$ cat config.mk
export PLATFORM = sky130hd
export DESIGN_NAME = alu_seq
export DESIGN_NICKNAME = d
export VERILOG_FILES = /design/src/rtl/alu_seq.sv
export SDC_FILE = /design/constraint.sdc
export NUM_CORES = 1
export LEC_CHECK = 0
export ABC_CLOCK_PERIOD_IN_PS = 1100
export BUFFER_PORTS_ARGS = -buffer_cell sky130_fd_sc_hd__clkbuf_2
export CAP_MARGIN = 15
export CORE_ASPECT_RATIO = 0.9
export CORE_MARGIN = 8
export CORE_UTILIZATION = 38
export DETAILED_ROUTE_END_ITERATION = 8
export SETUP_SLACK_MARGIN = 0.02
export SYNTH_ARGS = -nofsm -noshare
export SYNTH_HDL_FRONTEND = slang
export SYNTH_SLANG_ARGS = --single-unit
$ cat constraint.sdc
create_clock -name clk -period 1.1 [get_ports clk]
set_clock_uncertainty 0.1 [all_clocks]
set_input_delay 0.22 -clock clk [delete_from_list [all_inputs] [get_ports clk]]
set_output_delay 0.22 -clock clk [all_outputs]
set_load 0.01 [all_outputs]
$ cat src/rtl/alu_seq.sv
// Sequential ALU: single-cycle arithmetic/logic/shift ops, optional multi-cycle shift-add multiply.
// Define ALU_SEQ_MUL_EN to build the multiplier (opcode 10); otherwise opcode 10 behaves as an unused opcode.
module alu_seq #(
    parameter int WIDTH = 8
) (
    input  logic             clk,
    input  logic             rst_n,
    input  logic             start,
    input  logic [3:0]       ALU_OP,
    input  logic [WIDTH-1:0] Wreg_w,
    input  logic [WIDTH-1:0] Rn_w,
    output logic             busy,
    output logic             done,
    output logic [WIDTH-1:0] ALUResult_w,
    output logic             carryF_w,
    output logic             zeroF_w,
    output logic             ovfF_w
);

    localparam logic [3:0] OP_ADD = 4'd0;
    localparam logic [3:0] OP_SUB = 4'd1;
    localparam logic [3:0] OP_AND = 4'd2;
    localparam logic [3:0] OP_OR  = 4'd3;
    localparam logic [3:0] OP_XOR = 4'd4;
    localparam logic [3:0] OP_NOT = 4'd5;
    localparam logic [3:0] OP_INC = 4'd6;
    localparam logic [3:0] OP_DEC = 4'd7;
    localparam logic [3:0] OP_SHL = 4'd8;
    localparam logic [3:0] OP_SHR = 4'd9;

    logic             done_q;
    logic [WIDTH-1:0] res_q;
    logic             carry_q;
    logic             zero_q;
    logic             ovf_q;

    logic [WIDTH-1:0] res_d;
    logic             carry_d;
    logic             ovf_d;
    logic [WIDTH-1:0] opb;
    logic [WIDTH:0]   sum_ext;
    logic [WIDTH:0]   diff_ext;

    // INC/DEC reuse the adder/subtractor with a constant 1 as operand B.
    assign opb      = (ALU_OP == OP_INC || ALU_OP == OP_DEC) ? WIDTH'(1) : Rn_w;
    assign sum_ext  = {1'b0, Wreg_w} + {1'b0, opb};
    assign diff_ext = {1'b0, Wreg_w} - {1'b0, opb};

    always_comb begin
        res_d   = '0;
        carry_d = 1'b0;
        ovf_d   = 1'b0;
        case (ALU_OP)
            OP_ADD, OP_INC: begin
                res_d   = sum_ext[WIDTH-1:0];
                carry_d = sum_ext[WIDTH];
                ovf_d   = (Wreg_w[WIDTH-1] == opb[WIDTH-1]) &&
                          (sum_ext[WIDTH-1] != Wreg_w[WIDTH-1]);
            end
            OP_SUB, OP_DEC: begin
                res_d   = diff_ext[WIDTH-1:0];
                carry_d = diff_ext[WIDTH];
                ovf_d   = (Wreg_w[WIDTH-1] != opb[WIDTH-1]) &&
                          (diff_ext[WIDTH-1] != Wreg_w[WIDTH-1]);
            end
            OP_AND: res_d = Wreg_w & Rn_w;
            OP_OR:  res_d = Wreg_w | Rn_w;
            OP_XOR: res_d = Wreg_w ^ Rn_w;
            OP_NOT: res_d = ~Wreg_w;
            OP_SHL: begin
                res_d   = {Wreg_w[WIDTH-2:0], 1'b0};
                carry_d = Wreg_w[WIDTH-1];
            end
            OP_SHR: begin
                res_d   = {1'b0, Wreg_w[WIDTH-1:1]};
                carry_d = Wreg_w[0];
            end
            default: begin
                res_d   = '0;
                carry_d = 1'b0;
                ovf_d   = 1'b0;
            end
        endcase
    end

`ifdef ALU_SEQ_MUL_EN
    localparam logic [3:0] OP_MUL = 4'd10;
    localparam int         CNT_W  = $clog2(WIDTH + 1);

    typedef enum logic {S_IDLE, S_MUL} state_t;

    state_t             state_q;
    logic [CNT_W-1:0]   cnt_q;
    logic [2*WIDTH-1:0] acc_q;
    logic [2*WIDTH-1:0] mcand_q;
    logic [WIDTH-1:0]   mplier_q;
    logic [2*WIDTH-1:0] acc_step;

    // One partial product per clock: add the shifted multiplicand when the current multiplier LSB is set.
    assign acc_step = mplier_q[0] ? (acc_q + mcand_q) : acc_q;
    assign busy     = (state_q == S_MUL);
`else
    assign busy     = 1'b0;
`endif

    always_ff @(posedge clk or negedge rst_n) begin
        if (!rst_n) begin
            done_q   <= 1'b0;
            res_q    <= '0;
            carry_q  <= 1'b0;
            zero_q   <= 1'b1;
            ovf_q    <= 1'b0;
`ifdef ALU_SEQ_MUL_EN
            state_q  <= S_IDLE;
            cnt_q    <= '0;
            acc_q    <= '0;
            mcand_q  <= '0;
            mplier_q <= '0;
`endif
        end else begin
            done_q <= 1'b0;
`ifdef ALU_SEQ_MUL_EN
            if (state_q == S_MUL) begin
                // start is deliberately not looked at here: requests while busy are dropped.
                acc_q    <= acc_step;
                mcand_q  <= {mcand_q[2*WIDTH-2:0], 1'b0};
                mplier_q <= {1'b0, mplier_q[WIDTH-1:1]};
                cnt_q    <= cnt_q - CNT_W'(1);
                if (cnt_q == CNT_W'(1)) begin
                    state_q <= S_IDLE;
                    done_q  <= 1'b1;
                    res_q   <= acc_step[WIDTH-1:0];
                    carry_q <= |acc_step[2*WIDTH-1:WIDTH];
                    zero_q  <= (acc_step[WIDTH-1:0] == '0);
                    ovf_q   <= 1'b0;
                end
            end else if (start && ALU_OP == OP_MUL) begin
                state_q  <= S_MUL;
                cnt_q    <= CNT_W'(WIDTH);
                acc_q    <= '0;
                mcand_q  <= {{WIDTH{1'b0}}, Wreg_w};
                mplier_q <= Rn_w;
            end else
`endif
            if (start) begin
                done_q  <= 1'b1;
                res_q   <= res_d;
                carry_q <= carry_d;
                zero_q  <= (res_d == '0);
                ovf_q   <= ovf_d;
            end
        end
    end

    assign done        = done_q;
    assign ALUResult_w = res_q;
    assign carryF_w    = carry_q;
    assign zeroF_w     = zero_q;
    assign ovfF_w      = ovf_q;

endmodule

==> results list <==
- The flow ran to the end, but the final reports show violations.
- Violations in the final reports: setup timing
- Along the worst hold path, the cell count comes to 2.
* Fraction of final layout cells sized beyond drive strength 1: 50.75%
* Die boundary height: 87.99 um
* Timing-limited maximum frequency: 0.4117 GHz
* Per-instance average area after synthesis: 7.844 um2
* Clock tree root driver cell: sky130_fd_sc_hd__clkbuf_8
* Setup repair after global routing missed its margin: true
- Sequential cell area fraction in the yosys report: 13.78%
- Net Sw Frac: 38.39%
- The finished layout holds 472 standard cells, fillers aside.
- Count of pins on the block boundary: 36
- Crit share post-route: 220.8%
- Area of the die: 0.008446 mm2
- In the synthesized netlist the async set-or-reset flop fraction comes to 100.0%.
- Internal power comes to 0.001721 W.
- The min-delay analysis places its worst path in the category in2reg.
- In this run the deepest clock path goes through 2 buffers.
* EDFF count, synth: 0
- Hold Path Sink: done$_DFF_PN0_
- The critical path is of the in2reg type.
- Via count of the first global-routing pass: 2565
- Synth warnings: 0
- Worst endpoint required time: 1.15 ns
- TritonCTS clock tree: yes
* Final Cell Area: 0.003626 mm2
- Insertion delay of the later-clocked pin in the worst-skew pair: 0.24 ns
* Critical Path AT: 2.48 ns
- Net Switching: 0.001073 W
- In this run the register-to-register setup slack is 0.10 ns.
* Max cap viols: 0
* Final-layout worst hold slack: 0.2562 ns
- Number of slew-limit violations in the final report: 0
- Placeable core region: 0.005628 mm2
* Combinational cell fraction of total power: 63.2%
* Sequential share of power: 19.5%
- Post-route core utilization: 64.43%
- Input and output buffers added on the ports amount to 34.
- Worst R2R Path Depth: 2
- After global routing the overflow that remains totals 0.
- Vias after detailed routing: 2522
- The cell area that synthesis handed to floorplanning was 0.002188 mm2.
- Number of DRC violations after detailed routing: 0
* Fill cell instance count of the final layout: 494
- Number of failing hold endpoints at the final stage: 0
- Counting every instance in the synthesized netlist gives 279.
* Pin count of the biggest net entering global routing: 23
- The startpoint identified for the worst hold timing path is start.
- Starting density of the core: 38.88%
* Number of sinks handled by clock tree synthesis: 12
- CTS built an H-tree with a depth of 1.
* Post-DRT Antenna Nets: 0
- The routed design could run at a clock period as short as 2.429 ns.
* Total CTS buffers: 3
- Largest fanout of any net on the critical path: 5
- VDD sags by at most 0.5165 mV.
- Synthesized netlist net count: 337
- The worst register-to-register path ends at ALUResult_w[7]$_DFFE_PN0P_.
* DR pass1 iterations: 4
- Drt via density: 5.343
- For this run, the total global-route usage over all layers was measured as 18.80%.
- The first global-routing pass estimated 12630 um of wire.
- The floorplan has 26 rows.
- Area added between synthesis and finish: 65.69%
* Most frequently used flop master after synthesis: sky130_fd_sc_hd__dfrtp_1
- The final layout contains routed wiring with a total length of 7988 um.
* PnR worst setup slack: -1.329 ns
- Cell Count Post-Placement: 457
* First-iteration detailed-routing DRC count: 147
- Power spread over the standard cell area amounts to 770.5 mW/mm2.
- The initial antenna violation count is 0.
* Register bit total from synthesis: 12
- At the end of routability-driven placement, the weighted congestion stood at 0.9062.
* Area after DPL: 0.003129 mm2
- Critical R2R Launch: ALUResult_w[7]$_DFFE_PN0P_
- 0 antenna diodes ended up in the layout.
* Clock Power Share: 17.3%
- Clock-pin slew was measured on the worst setup and hold paths at 0.06 ns.
- Distinct cell type count after synthesis: 61
* Final routed wire length divided by cell count: 16.92 um
- Setup violations remaining at the end of the flow were counted as 12.
- X dimension of the die: 95.99 um
- Summed over all cells, the static leakage comes to 1.758 nW.
* Kind of start point of the critical path: input pin
* Final Net Count: 461
- Setup crit end kind: register
* Setup total negative slack: -12.04 ns
- Placed wire-length estimate: 6285 um
==> worst max-delay path, stage by stage <==
cell and delay, ns:
sky130_fd_sc_hd__buf_6 0.09, sky130_fd_sc_hd__nor2b_4 0.13, sky130_fd_sc_hd__nand2_8 0.10, sky130_fd_sc_hd__nand2_8 0.07
sky130_fd_sc_hd__ha_4 0.17, sky130_fd_sc_hd__fa_2 0.36, sky130_fd_sc_hd__nand2b_4 0.16, sky130_fd_sc_hd__a211oi_4 0.23
sky130_fd_sc_hd__nor2_2 0.06, sky130_fd_sc_hd__a221o_1 0.32, sky130_fd_sc_hd__a211o_1 0.28, sky130_fd_sc_hd__o41ai_2 0.28
==> cell usage after synthesis, drive strengths merged (3+ instances only) <==
| library cell | instances | share of area (%) |
|---|---|---|
| o22ai | 3 | 0.86 |
| a31oi | 5 | 1.4 |
| nor3 | 6 | 1.4 |
| nor2 | 26 | 4.5 |
| mux2i | 3 | 1.4 |
| ha | 33 | 19 |
| xor2 | 4 | 1.9 |
| nor4bb | 4 | 1.8 |
| a211oi | 7 | 2.4 |
| nand3 | 4 | 0.91 |
| nand2b | 9 | 2.6 |
| o31ai | 5 | 1.7 |
| o211ai | 3 | 1.0 |
| inv | 33 | 5.7 |
| nor2b | 8 | 2.3 |
| a21oi | 13 | 3.0 |
| buf | 13 | 3.9 |
| a2111oi | 4 | 1.6 |
| o221ai | 3 | 1.2 |
| o21ai | 14 | 3.2 |
| a221o | 3 | 1.4 |
| nand2 | 12 | 2.1 |
| a32o | 3 | 1.4 |
| mux2 | 6 | 3.3 |
| nor3b | 3 | 1.0 |
| dfrtp | 11 | 13 |
| nand3b | 3 | 1.0 |
| a211o | 3 | 1.2 |
==> final cells by class <==
type | instances | area (um2) | share of cell area, %
clock buffer | 4 | 55.05 | 1.518
inverter | 33 | 123.9 | 3.416
multi-input combinational | 219 | 2093 | 57.73
sequential | 12 | 301.5 | 8.316
tap | 70 | 87.58 | 2.415
timing repair buffer | 134 | 964.7 | 26.60
==> worst max path at each step <==
stage | to | slack (ns) | startpoint
finish | zeroF_w$_DFFE_PN1P_ | -1.33 | ALU_OP[2]
global route | zeroF_w$_DFFE_PN1P_ | -1.46 | ALU_OP[2]
CTS | zeroF_w$_DFFE_PN1P_ | -1.36 | ALU_OP[2]
detailed placement | zeroF_w$_DFFE_PN1P_ | -1.74 | ALU_OP[2]
global placement | zeroF_w$_DFFE_PN1P_ | -1.61 | ALU_OP[2]
floorplan | ALUResult_w[6]$_DFFE_PN0P_ | -1.52 | ALU_OP[2]
==> timing repair <==
action,CTS,global route
endpoints found under the setup margin,14,21
endpoints found under the hold margin,11,0
buffers inserted,5,9
resized for setup,28,54
hold buffers,1,0
pin swaps,11,31
==> power by group through the flow <==
stage | sequential (W) | combinational [W] | clock [W]
after CTS | 0.000542 | 0.00156 | 0.000490
final | 0.000544 | 0.00177 | 0.000484
after floorplan | 0.000578 | 0.000749 | 0
after global routing | 0.000550 | 0.00191 | 0.000516
after global placement | 0.000547 | 0.00140 | 0
after detailed placement | 0.000549 | 0.00142 | 0
==> flip-flops by register name, summed over array words and instances (netlist names) <==
name,cells
ovfF_w,1
done,1
zeroF_w,1
ALUResult_w,8
carryF_w,1
==> routing by layer <==
layer,global-route usage [%],vias to the layer above,share of wire (%)
met1,24.96,1205,45
met2,31.35,59,49
met3,3.085,8,4.8
li1,-,1250,-
met5,0,-,0
met4,2.929,0,1.2
==> cell families (layout without fill, tap and decap cells) <==
family | Yosys count | in the layout | share of synthesized area (%)
simple gates | 87 | 87 | 21.33
compound gates | 81 | 81 | 26.76
buf+inv | 48 | 171 | 9.891
fa+ha+maj | 35 | 35 | 20.70
flops | 12 | 12 | 13.78
mux | 9 | 9 | 4.631
xor+xnor | 6 | 6 | 2.745
other cells | 1 | 1 | 0.1714
==> layout by cell type, fill, tap and decap left out, types with 4 or more instances in the layout <==
master / Yosys / routed
sky130_fd_sc_hd__buf_4: 3 / 93
sky130_fd_sc_hd__inv_1: 32 / 30
sky130_fd_sc_hd__clkbuf_2: 0 / 27
sky130_fd_sc_hd__ha_1: 33 / 23
sky130_fd_sc_hd__nor2_1: 26 / 20
sky130_fd_sc_hd__dfrtp_1: 11 / 11
sky130_fd_sc_hd__ha_4: 0 / 9
sky130_fd_sc_hd__buf_6: 2 / 9
sky130_fd_sc_hd__nand2b_1: 9 / 7
sky130_fd_sc_hd__a21oi_1: 13 / 7
sky130_fd_sc_hd__o21ai_0: 10 / 6
sky130_fd_sc_hd__o21ai_1: 4 / 6
sky130_fd_sc_hd__nand2_1: 12 / 5
sky130_fd_sc_hd__a21oi_2: 0 / 5
sky130_fd_sc_hd__nor2b_1: 8 / 5
sky130_fd_sc_hd__nor2_2: 0 / 5
sky130_fd_sc_hd__mux2_4: 1 / 5
sky130_fd_sc_hd__o31ai_1: 5 / 4
sky130_fd_sc_hd__nor3_1: 6 / 4
sky130_fd_sc_hd__a211oi_2: 0 / 4
sky130_fd_sc_hd__a31oi_1: 5 / 4
sky130_fd_sc_hd__nand3_1: 4 / 4
sky130_fd_sc_hd__nor4bb_1: 4 / 4
sky130_fd_sc_hd__clkbuf_8: 0 / 4
sky130_fd_sc_hd__buf_2: 8 / 4
==> per-stage QoR <==
| stage | worst slack (ns) | total power (W) |
|---|---|---|
| 2_1_floorplan | -1.524 | 0.001327 |
| 3_3_place_gp | -1.612 | 0.001948 |
| 3_5_place_dp | -1.740 | 0.001971 |
| 4_1_cts | -1.355 | 0.002590 |
| 5_1_grt | -1.456 | 0.002978 |
| 6_report | -1.329 | 0.002794 |
Note: power is estimated with default switching activity, not from simulation.
